`config.mk`:
```
export PLATFORM = sky130hd
export DESIGN_NAME = mem_access_unit
export DESIGN_NICKNAME = d
export VERILOG_FILES = /design/src/rtl/mem_access_unit.sv
export SDC_FILE = /design/constraint.sdc
export NUM_CORES = 1
export LEC_CHECK = 0
export CAP_MARGIN = 20
export CELL_PAD_IN_SITES_DETAIL_PLACEMENT = 1
export CELL_PAD_IN_SITES_GLOBAL_PLACEMENT = 1
export CORE_UTILIZATION = 34
export DETAILED_ROUTE_END_ITERATION = 8
export GPL_ROUTABILITY_DRIVEN = 0
export GPL_TIMING_DRIVEN = 1
export PLACE_DENSITY = 0.95
export SYNTH_ARGS = -nofsm -noshare
export SYNTH_HDL_FRONTEND = slang
export SYNTH_SLANG_ARGS = --single-unit
```
`constraint.sdc`:
```
create_clock -name clk -period 7.3 [get_ports clk]
set_input_delay 0.73 -clock clk [delete_from_list [all_inputs] [get_ports clk]]
set_output_delay 0.73 -clock clk [all_outputs]
set_load 0.02 [all_outputs]
```
`src/rtl/mem_access_unit.sv`:
```
// Load/store unit between the CPU request channel and a single-port RAM.
// Sub-word stores do a read-merge-write; illegal accesses return an error.
module mem_access_unit #(
  parameter int AW_WORDS = 12
) (
  input  logic        clk,
  input  logic        reset,
  input  logic        req_valid,
  output logic        req_ready,
  input  logic [3:0]  req_op,
  input  logic [31:0] req_addr,
  input  logic [31:0] req_wdata,
  output logic        resp_valid,
  input  logic        resp_ready,
  output logic [31:0] resp_rdata,
  output logic        resp_err,
  output logic [31:0] mem_a,
  output logic        mem_we,
  output logic [31:0] mem_wd,
  input  logic [31:0] mem_rd
);

  localparam logic [3:0] OP_LB  = 4'b0000;
  localparam logic [3:0] OP_LH  = 4'b0001;
  localparam logic [3:0] OP_LW  = 4'b0011;
  localparam logic [3:0] OP_LBU = 4'b0100;
  localparam logic [3:0] OP_LHU = 4'b0101;
  localparam logic [3:0] OP_SB  = 4'b1000;
  localparam logic [3:0] OP_SH  = 4'b1001;
  localparam logic [3:0] OP_SW  = 4'b1011;

  typedef enum logic [2:0] {
    IDLE,
    READ,
    MERGE,
    WRITE,
    RESP
  } state_t;

  state_t                state;
  logic [3:0]            op_q;
  logic [AW_WORDS+1:0]   addr_q;
  logic [31:0]           wd_q;
  logic [31:0]           rdata_q;
  logic                  err_q;

  logic                  accept;
  logic                  op_ok;
  logic                  misalign;
  logic                  oor;
  logic                  req_err;

  function automatic logic [31:0] load_ext(
    input logic [31:0] w,
    input logic [3:0]  op,
    input logic [1:0]  off
  );
    logic [7:0]  b;
    logic [15:0] h;
    logic [31:0] r;
    b = w[{off, 3'b000} +: 8];
    h = off[1] ? w[31:16] : w[15:0];
    case (op)
      OP_LB:   r = {{24{b[7]}}, b};
      OP_LH:   r = {{16{h[15]}}, h};
      OP_LBU:  r = {24'd0, b};
      OP_LHU:  r = {16'd0, h};
      default: r = w;
    endcase
    return r;
  endfunction

  function automatic logic [31:0] merge(
    input logic [31:0] w,
    input logic [31:0] d,
    input logic [3:0]  op,
    input logic [1:0]  off
  );
    logic [31:0] r;
    r = w;
    if (op == OP_SB) begin
      r[{off, 3'b000} +: 8] = d[7:0];
    end else if (off[1]) begin
      r[31:16] = d[15:0];
    end else begin
      r[15:0] = d[15:0];
    end
    return r;
  endfunction

  always_comb begin
    op_ok    = 1'b0;
    misalign = 1'b0;
    case (req_op)
      OP_LB, OP_LBU, OP_SB: op_ok = 1'b1;
      OP_LH, OP_LHU, OP_SH: begin
        op_ok    = 1'b1;
        misalign = req_addr[0];
      end
      OP_LW, OP_SW: begin
        op_ok    = 1'b1;
        misalign = |req_addr[1:0];
      end
      default: op_ok = 1'b0;
    endcase
  end

  assign oor     = (req_addr >> (AW_WORDS + 2)) != 32'd0;
  assign req_err = !op_ok || misalign || oor;

  assign req_ready  = (state == IDLE);
  assign accept     = req_valid && req_ready;
  assign resp_valid = (state == RESP);
  assign resp_rdata = rdata_q;
  assign resp_err   = err_q;
  assign mem_wd     = wd_q;
  assign mem_we     = (state == WRITE) && !reset;

  // Errors skip the RAM states entirely, so mem_a stays 0 for them.
  always_comb begin
    mem_a = 32'd0;
    if (state == READ || state == MERGE || state == WRITE) begin
      mem_a = {{(32 - AW_WORDS){1'b0}}, addr_q[AW_WORDS+1:2]};
    end
  end

  always_ff @(posedge clk) begin
    if (reset) begin
      state   <= IDLE;
      op_q    <= '0;
      addr_q  <= '0;
      wd_q    <= '0;
      rdata_q <= '0;
      err_q   <= 1'b0;
    end else begin
      case (state)
        IDLE: begin
          if (accept) begin
            op_q    <= req_op;
            addr_q  <= req_addr[AW_WORDS+1:0];
            wd_q    <= req_wdata;
            rdata_q <= '0;
            err_q   <= req_err;
            if (req_err) begin
              state <= RESP;
            end else if (req_op == OP_SW) begin
              state <= WRITE;
            end else begin
              state <= READ;
            end
          end
        end
        READ: begin
          state <= MERGE;
        end
        MERGE: begin
          if (op_q[3]) begin
            wd_q  <= merge(mem_rd, wd_q, op_q, addr_q[1:0]);
            state <= WRITE;
          end else begin
            rdata_q <= load_ext(mem_rd, op_q, addr_q[1:0]);
            state   <= RESP;
          end
        end
        WRITE: begin
          state <= RESP;
        end
        RESP: begin
          if (resp_ready) begin
            state <= IDLE;
          end
        end
        default: state <= IDLE;
      endcase
    end
  end

endmodule
```
==> impl_metrics.xml, run 1 <==
<?xml version="1.0" encoding="UTF-8"?>
<metrics>
  <group name="run_status">
    <metric name="run_status" unit="">finished clean</metric>
  </group>
  <group name="detailed_routing">
    <metric name="ant_nets" unit="">0</metric>
    <metric name="drtIter0Drc" unit="">382</metric>
    <metric name="drt-pass1-iter-count" unit="">4</metric>
    <metric name="viasPerCell" unit="">5.74</metric>
    <metric name="wl_per_cell" unit="um">20.7</metric>
    <metric name="post-route-drc-count" unit="">0</metric>
    <metric name="dr_total_vias" unit="">5308</metric>
    <metric name="drt-total-wl" unit="um">19100</metric>
  </group>
  <group name="floorplanning">
    <metric name="fp.dieArea" unit="um2">15400</metric>
    <metric name="design.portCount" unit="">204</metric>
    <metric name="initial_core_util" unit="%">34.8</metric>
    <metric name="die_height" unit="um">124</metric>
    <metric name="placementRows" unit="">44</metric>
    <metric name="core_area" unit="um2">14500</metric>
    <metric name="floorplan.die.width" unit="um">124</metric>
  </group>
  <group name="final_layout">
    <metric name="drive_above_1_share" unit="%">5.95</metric>
    <metric name="final_nets" unit="">846</metric>
    <metric name="sequential_cell_area" unit="um2">1720</metric>
    <metric name="syn_to_final_growth" unit="%">40.7</metric>
    <metric name="multi_input_gate_area" unit="um2">2950</metric>
    <metric name="fillers" unit="">1711</metric>
    <metric name="insertedDiodeCount" unit="">0</metric>
    <metric name="finalInstanceArea" unit="um2">7110</metric>
  </group>
  <group name="worst_setup_path">
    <metric name="worstSetupPathType" unit="">reg2out</metric>
    <metric name="timing.critical_path.fanout_max" unit="">20</metric>
    <metric name="timing.rr.end" unit="">mem_wd[15]</metric>
    <metric name="startpoint_type" unit="">register</metric>
    <metric name="timing.critical_path.arrival" unit="ps">2610</metric>
    <metric name="reg2reg_from" unit="">state[1]</metric>
    <metric name="worst_path_dominant_cell_family" unit="">simple AND/OR/NAND/NOR gates</metric>
    <metric name="slowest_stage" unit="">sky130_fd_sc_hd__dfxtp_1</metric>
    <metric name="worstRegToRegCells" unit="">4</metric>
    <metric name="crit_cells" unit="">4</metric>
    <metric name="buffers_plus_inverters_on_the_worst_setup_path" unit="">1</metric>
    <metric name="wp_data_required" unit="ps">6570</metric>
    <metric name="r2r_setup_slack" unit="ps">4550</metric>
    <metric name="critical_path.endpoint_type" unit="">output pin</metric>
    <metric name="crit_path_frequent_cell" unit="">sky130_fd_sc_hd__nor2_1</metric>
    <metric name="path_cells" unit="">nor2_1, nor2_1, and2_1, clkdlybuf4s50_1</metric>
    <metric name="largest_incremental_delay_on_the_critical_path" unit="ps">690</metric>
  </group>
  <group name="cts">
    <metric name="post_cts_resize_count" unit="">0</metric>
    <metric name="clock_sinks" unit="">86</metric>
    <metric name="max-clock-path-buffers" unit="">2</metric>
    <metric name="post-cts-setup-buffer-count" unit="">0</metric>
    <metric name="clk_pin_slew_worst_paths" unit="ps">60</metric>
    <metric name="clk-insertion-delay-late" unit="ps">350</metric>
    <metric name="numCtsBuffers" unit="">9</metric>
    <metric name="clock_tree.root_cell" unit="">sky130_fd_sc_hd__clkbuf_16</metric>
    <metric name="cts_htree_levels" unit="">3</metric>
    <metric name="post_cts_hold_buffer_count" unit="">0</metric>
    <metric name="tritoncts" unit="">built</metric>
  </group>
  <group name="timing">
    <metric name="max_freq" unit="MHz">299</metric>
    <metric name="timing.max_slew.rel_slack" unit="%">30.0</metric>
    <metric name="period_share" unit="%">45.8</metric>
    <metric name="whs" unit="ps">451</metric>
    <metric name="finalHoldViolations" unit="">0</metric>
    <metric name="post-route-worst-setup-slack" unit="ps">3960</metric>
    <metric name="worst_slew_pin_tran" unit="ps">1050</metric>
    <metric name="final_max_slew_viol_count" unit="">0</metric>
    <metric name="grt_setup_unrepaired" unit="">no</metric>
    <metric name="setup-tns-final" unit="ps">0</metric>
    <metric name="timing.final.setup_violations" unit="">0</metric>
    <metric name="skew" unit="ps">7.18</metric>
    <metric name="timing.final.crit_period" unit="ps">3340</metric>
  </group>
  <group name="power_and_ir_drop">
    <metric name="peak_supply_drop" unit="V">0.000108</metric>
    <metric name="power_density" unit="nW/um2">169</metric>
    <metric name="design_power_total" unit="mW">1.20</metric>
    <metric name="static_leakage" unit="nW">2.56</metric>
  </group>
  <group name="synth">
    <metric name="synth_seq_cells" unit="">86</metric>
    <metric name="syn-cell-area" unit="um2">5050</metric>
    <metric name="synth_commonest_cells" unit="">sky130_fd_sc_hd__dfxtp_1, sky130_fd_sc_hd__nand2_1, sky130_fd_sc_hd__a21oi_1</metric>
    <metric name="ys_async_sr_fraction" unit="%">0</metric>
    <metric name="number_of_enable_flip_flop_cells_after_synthesis" unit="">0</metric>
    <metric name="warnings_synthesis" unit="">0</metric>
    <metric name="postSynthCellCount" unit="">590</metric>
    <metric name="flip_flop_cell_with_the_highest_count_after_synthesis" unit="">sky130_fd_sc_hd__dfxtp_1</metric>
    <metric name="seq_total_area_yosys" unit="%">34.1</metric>
    <metric name="leading_cell_type_by_number_of_instances_after_synthesis" unit="">sky130_fd_sc_hd__dfxtp_1</metric>
    <metric name="synthTopCellsByArea" unit="">sky130_fd_sc_hd__dfxtp_1, sky130_fd_sc_hd__a21oi_1, sky130_fd_sc_hd__nand2_1, sky130_fd_sc_hd__a221o_1, sky130_fd_sc_hd__a32o_1</metric>
    <metric name="synth.distinct_cells" unit="">60</metric>
    <metric name="netlist.area_leader.share" unit="%">34.1</metric>
    <metric name="syn_area_per_cell" unit="um2">8.56</metric>
    <metric name="synthDominantAreaCellType" unit="">sky130_fd_sc_hd__dfxtp_1</metric>
  </group>
  <group name="grt">
    <metric name="globalRoute.totalOverflow" unit="">0</metric>
    <metric name="grt_start_max_net_pins" unit="">60</metric>
    <metric name="grt_use_total" unit="%">24.6</metric>
    <metric name="grt_pass1_wl" unit="um">28800</metric>
    <metric name="initial_antenna_violation_count" unit="">0</metric>
    <metric name="vias_in_the_first_global_route" unit="">5325</metric>
  </group>
  <group name="hold_path">
    <metric name="hold_path.class" unit="">reg2reg</metric>
    <metric name="holdPathStages" unit="">2</metric>
    <metric name="hold-path-endpoint" unit="">addr_q[3]</metric>
    <metric name="min_from" unit="">addr_q[3]</metric>
  </group>
  <group name="place">
    <metric name="placed_area" unit="um2">6830</metric>
    <metric name="place.port_buffers" unit="">183</metric>
    <metric name="dp_worst_setup_slack" unit="ps">3900</metric>
    <metric name="post-dp-hpwl" unit="um">14000</metric>
  </group>
  <group name="flow_run">
    <metric name="drv_cap" unit="">0</metric>
  </group>
</metrics>
-- cell families after synthesis --
logic type	share of synthesized area, %
other	0.0742
flip-flops	34.1
AO/OA/AOI/OAI	31.2
AND/OR/NAND/NOR	19.8
multiplexers	4.56
adder cells (fa/ha/maj)	1.24
buffers and inverters	9.09
-- worst max path at each step --
stage	from	end	slack, ps
detailed placement	req_valid	mem_wd[10]	3900
floorplan	addr_q[1]	mem_wd[29]	5020
finish	state[1]	mem_a[3]	3960
global placement	req_valid	mem_wd[15]	4060
global route	state[1]	mem_a[6]	3740
CTS	state[1]	mem_a[1]	3950
-- where the power goes --
part	switching [mW]	internal [mW]	total, mW
clock	0.185	0.235	0.420
sequential	0.0270	0.490	0.517
combinational	0.141	0.120	0.261
-- layout by cell type, fill, tap and decap left out, types with 3 or more instances in the layout --
cell and count:
sky130_fd_sc_hd__clkdlybuf4s50_1 182, sky130_fd_sc_hd__dfxtp_1 86, sky130_fd_sc_hd__nand2_1 55, sky130_fd_sc_hd__a21oi_1 41, sky130_fd_sc_hd__and2_1 21, sky130_fd_sc_hd__nor2_1 20, sky130_fd_sc_hd__conb_1 20, sky130_fd_sc_hd__a221o_1 19
sky130_fd_sc_hd__inv_1 18, sky130_fd_sc_hd__nand2b_1 18, sky130_fd_sc_hd__o21ai_0 17, sky130_fd_sc_hd__a32o_1 16, sky130_fd_sc_hd__a31oi_1 16, sky130_fd_sc_hd__mux2i_1 14, sky130_fd_sc_hd__a221oi_1 13, sky130_fd_sc_hd__a211o_1 11
sky130_fd_sc_hd__nor3_1 10, sky130_fd_sc_hd__a211oi_1 10, sky130_fd_sc_hd__nand4_1 10, sky130_fd_sc_hd__and3b_1 9, sky130_fd_sc_hd__o211ai_1 9, sky130_fd_sc_hd__clkbuf_16 9, sky130_fd_sc_hd__nor2b_1 8, sky130_fd_sc_hd__a311oi_1 8
sky130_fd_sc_hd__nand3b_1 8, sky130_fd_sc_hd__a211oi_2 8, sky130_fd_sc_hd__nor4_1 7, sky130_fd_sc_hd__o21bai_1 7, sky130_fd_sc_hd__mux2_2 6, sky130_fd_sc_hd__a2111oi_0 6, sky130_fd_sc_hd__a21o_1 5, sky130_fd_sc_hd__a32oi_1 5
sky130_fd_sc_hd__ha_1 5, sky130_fd_sc_hd__buf_4 5, sky130_fd_sc_hd__a22oi_1 3
-- cell type report --
| type | instances | area share, % |
|---|---|---|
| clock inverter | 2 | 0.141 |
| clock buffer | 12 | 3.47 |
| multi-input combinational | 431 | 41.4 |
| inverter | 19 | 1.00 |
| tap | 184 | 3.24 |
| timing repair buffer | 190 | 26.5 |
| sequential | 86 | 24.2 |
-- metrics by stage --
| step | util (%) | cells |
|---|---|---|
| 3_5_place_dp | 47.0 | 908 |
| 6_report | 48.9 | 924 |
| 2_1_floorplan | - | 609 |
| 3_3_place_gp | 47.0 | 908 |
| 5_1_grt | 48.9 | 924 |
| 4_1_cts | 48.8 | 922 |
-- registers in the layout, summed over array words and instances, names as in the netlist --
name,flops
mem_wd,32
resp_rdata,32
addr_q,14
op_q,4
state,3
resp_err,1
-- metal layers --
layer	wire [um]	track usage, %	vias up	part of all wire, %
met5	0	0	-	0
met4	535	9.45	0	2.8
met2	9110	41.3	226	48
met3	1500	7.01	39	7.9
li1	-	-	2483	-
met1	7940	29.6	2560	42
-- worst min-delay path: stages (launching register included) --
cell                      delay, ps
sky130_fd_sc_hd__dfxtp_1        300
sky130_fd_sc_hd__nand2_1         50
sky130_fd_sc_hd__a21oi_1         50
Note: power is estimated with default switching activity, not from simulation.
==> inputs of run 2 (changes only) <==
- CORE_UTILIZATION: 34 -> 31
- PLACE_DENSITY: 0.95 -> 0.89
- clock period: 7.3 -> 3.1 ns (I/O delays scaled with it)
==> run 2 against run 1 <==
Die area increased by 9.5%. Via count increased by 0.75%. Sequential share of layout area shrank 0.54 points. Combinational power rose by 140%. Clock skew increased by 1.4 ps. Clock power grew to 3.0 times the previous value. Worst hold slack improved by 7.3 ps. Flip-flop and latch count stayed put. Clock-buffer cell count down 3. Worst setup slack lost 3700 ps. Sequential power rose by 140%. Highest routed layer unchanged. Critical path type unchanged.
==> impl_metrics.xml, run 2 (synthesis gave the netlist of run 1 again) <==
<?xml version="1.0" encoding="UTF-8"?>
<metrics>
  <group name="final_layout">
    <metric name="layout_commonest_cell" unit="">sky130_fd_sc_hd__clkdlybuf4s50_1</metric>
    <metric name="final_nets" unit="">851</metric>
    <metric name="most-common-layout-cells" unit="">sky130_fd_sc_hd__clkdlybuf4s50_1, sky130_fd_sc_hd__dfxtp_1, sky130_fd_sc_hd__nand2_1</metric>
    <metric name="insertedDiodeCount" unit="">0</metric>
    <metric name="syn_to_final_growth" unit="%">44.0</metric>
    <metric name="drive_above_1_share" unit="%">7.10</metric>
    <metric name="fillers" unit="">1914</metric>
    <metric name="layout.cells.non_filler" unit="">963</metric>
  </group>
  <group name="cts">
    <metric name="numCtsBuffers" unit="">9</metric>
    <metric name="post-cts-setup-buffer-count" unit="">0</metric>
    <metric name="cts_htree_levels" unit="">3</metric>
    <metric name="clk_pin_slew_worst_paths" unit="ps">70</metric>
    <metric name="max-clock-path-buffers" unit="">2</metric>
    <metric name="clock_tree.root_cell" unit="">sky130_fd_sc_hd__clkbuf_16</metric>
    <metric name="post_cts_resize_count" unit="">0</metric>
    <metric name="post_cts_hold_buffer_count" unit="">0</metric>
    <metric name="clock_sinks" unit="">86</metric>
    <metric name="clk-insertion-delay-late" unit="ps">350</metric>
    <metric name="tritoncts" unit="">built</metric>
  </group>
  <group name="detailed_routing">
    <metric name="post-route-drc-count" unit="">0</metric>
    <metric name="viasPerCell" unit="">5.55</metric>
    <metric name="drt-pass1-iter-count" unit="">4</metric>
    <metric name="ant_nets" unit="">0</metric>
    <metric name="wl_per_cell" unit="um">20.7</metric>
    <metric name="drt-total-wl" unit="um">19900</metric>
    <metric name="dr_total_vias" unit="">5348</metric>
    <metric name="drtIter0Drc" unit="">299</metric>
  </group>
  <group name="power_and_ir_drop">
    <metric name="static_leakage" unit="nW">2.62</metric>
    <metric name="peak_supply_drop" unit="V">0.000283</metric>
    <metric name="power_density" unit="nW/um2">428</metric>
  </group>
  <group name="floorplanning">
    <metric name="die_height" unit="um">130</metric>
    <metric name="core_area" unit="um2">15900</metric>
    <metric name="floorplan.die.width" unit="um">130</metric>
    <metric name="design.portCount" unit="">204</metric>
    <metric name="initial_core_util" unit="%">31.8</metric>
    <metric name="placementRows" unit="">46</metric>
    <metric name="fp.dieArea" unit="um2">16800</metric>
  </group>
  <group name="timing">
    <metric name="worst_slew_pin_tran" unit="ps">846</metric>
    <metric name="finalHoldViolations" unit="">0</metric>
    <metric name="grt_setup_unrepaired" unit="">no</metric>
    <metric name="period_share" unit="%">92.3</metric>
    <metric name="final_max_slew_viol_count" unit="">0</metric>
    <metric name="timing.max_slew.rel_slack" unit="%">43.5</metric>
    <metric name="timing.final.setup_violations" unit="">0</metric>
    <metric name="setup-tns-final" unit="ps">0</metric>
    <metric name="skew" unit="ps">8.56</metric>
    <metric name="max_freq" unit="MHz">350</metric>
    <metric name="timing.final.crit_period" unit="ps">2860</metric>
    <metric name="whs" unit="ps">458</metric>
  </group>
  <group name="worst_setup_path">
    <metric name="timing.critical_path.arrival" unit="ps">2550</metric>
    <metric name="crit_path_frequent_cell" unit="">sky130_fd_sc_hd__nor2_1</metric>
    <metric name="wp_data_required" unit="ps">2790</metric>
    <metric name="path_cells" unit="">nor2_1, nor2_1, and2_1, clkdlybuf4s50_1</metric>
    <metric name="worstSetupPathType" unit="">reg2out</metric>
    <metric name="startpoint_type" unit="">register</metric>
    <metric name="slowest_stage" unit="">sky130_fd_sc_hd__dfxtp_1</metric>
    <metric name="worst_path_dominant_cell_family" unit="">simple AND/OR/NAND/NOR gates</metric>
    <metric name="largest_incremental_delay_on_the_critical_path" unit="ps">670</metric>
    <metric name="buffers_plus_inverters_on_the_worst_setup_path" unit="">1</metric>
    <metric name="crit_cells" unit="">4</metric>
    <metric name="critical_path.endpoint_type" unit="">output pin</metric>
    <metric name="worstRegToRegCells" unit="">6</metric>
    <metric name="timing.critical_path.fanout_max" unit="">20</metric>
  </group>
  <group name="grt">
    <metric name="globalRoute.totalOverflow" unit="">0</metric>
    <metric name="vias_in_the_first_global_route" unit="">5619</metric>
    <metric name="initial_antenna_violation_count" unit="">0</metric>
    <metric name="grt_start_max_net_pins" unit="">41</metric>
    <metric name="grt_pass1_wl" unit="um">30700</metric>
    <metric name="grt_use_total" unit="%">23.9</metric>
  </group>
  <group name="run_status">
    <metric name="run_status" unit="">finished clean</metric>
  </group>
  <group name="place">
    <metric name="post-dp-hpwl" unit="um">14800</metric>
    <metric name="place.port_buffers" unit="">183</metric>
    <metric name="dpl.cell_count" unit="">947</metric>
  </group>
  <group name="flow_run">
    <metric name="drv_cap" unit="">0</metric>
  </group>
  <group name="hold_path">
    <metric name="holdPathStages" unit="">1</metric>
    <metric name="hold_path.class" unit="">reg2reg</metric>
  </group>
</metrics>
==> run 2: worst register-to-register path: stages, from the launching register on <==
cell,delay [ps]
sky130_fd_sc_hd__dfxtp_1,620
sky130_fd_sc_hd__buf_4,240
sky130_fd_sc_hd__nor2b_1,510
sky130_fd_sc_hd__o21ai_1,220
sky130_fd_sc_hd__a2111oi_4,390
sky130_fd_sc_hd__buf_4,280
sky130_fd_sc_hd__a221o_1,170
==> run 2: path summary, 6_finish.rpt <==
path,from,to,slack [ps]
max,state[1],mem_a[11],240
min,resp_rdata[12],resp_rdata[12],460
max reg2reg,addr_q[0],resp_rdata[24],620
min reg2reg,resp_rdata[12],resp_rdata[12],460
==> run 2: report_power, final <==
part	switching [mW]	total, mW	leakage [nW]	internal, mW
sequential	0.0644	1.22	0.703	1.15
clock	0.484	1.28	0.170	0.792
combinational	0.334	0.617	1.75	0.283
total	0.883	3.11	2.62	2.23
==> run 2: metal layers <==
metal | vias up | wire, um | global-route usage [%]
met5 | - | 0 | 0
met4 | 0 | 651 | 11.1
met3 | 47 | 1550 | 6.32
met2 | 220 | 9610 | 40.9
met1 | 2588 | 8110 | 27.7
li1 | 2493 | - | -
==> run 2: cell type report <==
cell class              instances  area (um2)  area share (%)
clock buffers                   9         225            3.10
well taps                     216         270            3.72
flip-flops and latches         86        1720            23.7
repair buffers                195        1920            26.4
multi-input cells             431        2950            40.5
clock inverters                 7         121            1.67
inverters                      19        71.3           0.981
==> run 2: metrics by stage <==
step / util (%) / power [mW] / cell area (um2) / setup slack, ps
2_1_floorplan: - / 1.55 / 5120 / 816
3_3_place_gp: 43.6 / 1.84 / 6930 / 751
3_5_place_dp: 43.6 / 1.85 / 6930 / 603
4_1_cts: 45.8 / 3.13 / 7270 / 215
5_1_grt: 45.8 / 3.23 / 7270 / 21.8
6_report: 45.8 / 3.11 / 7270 / 239
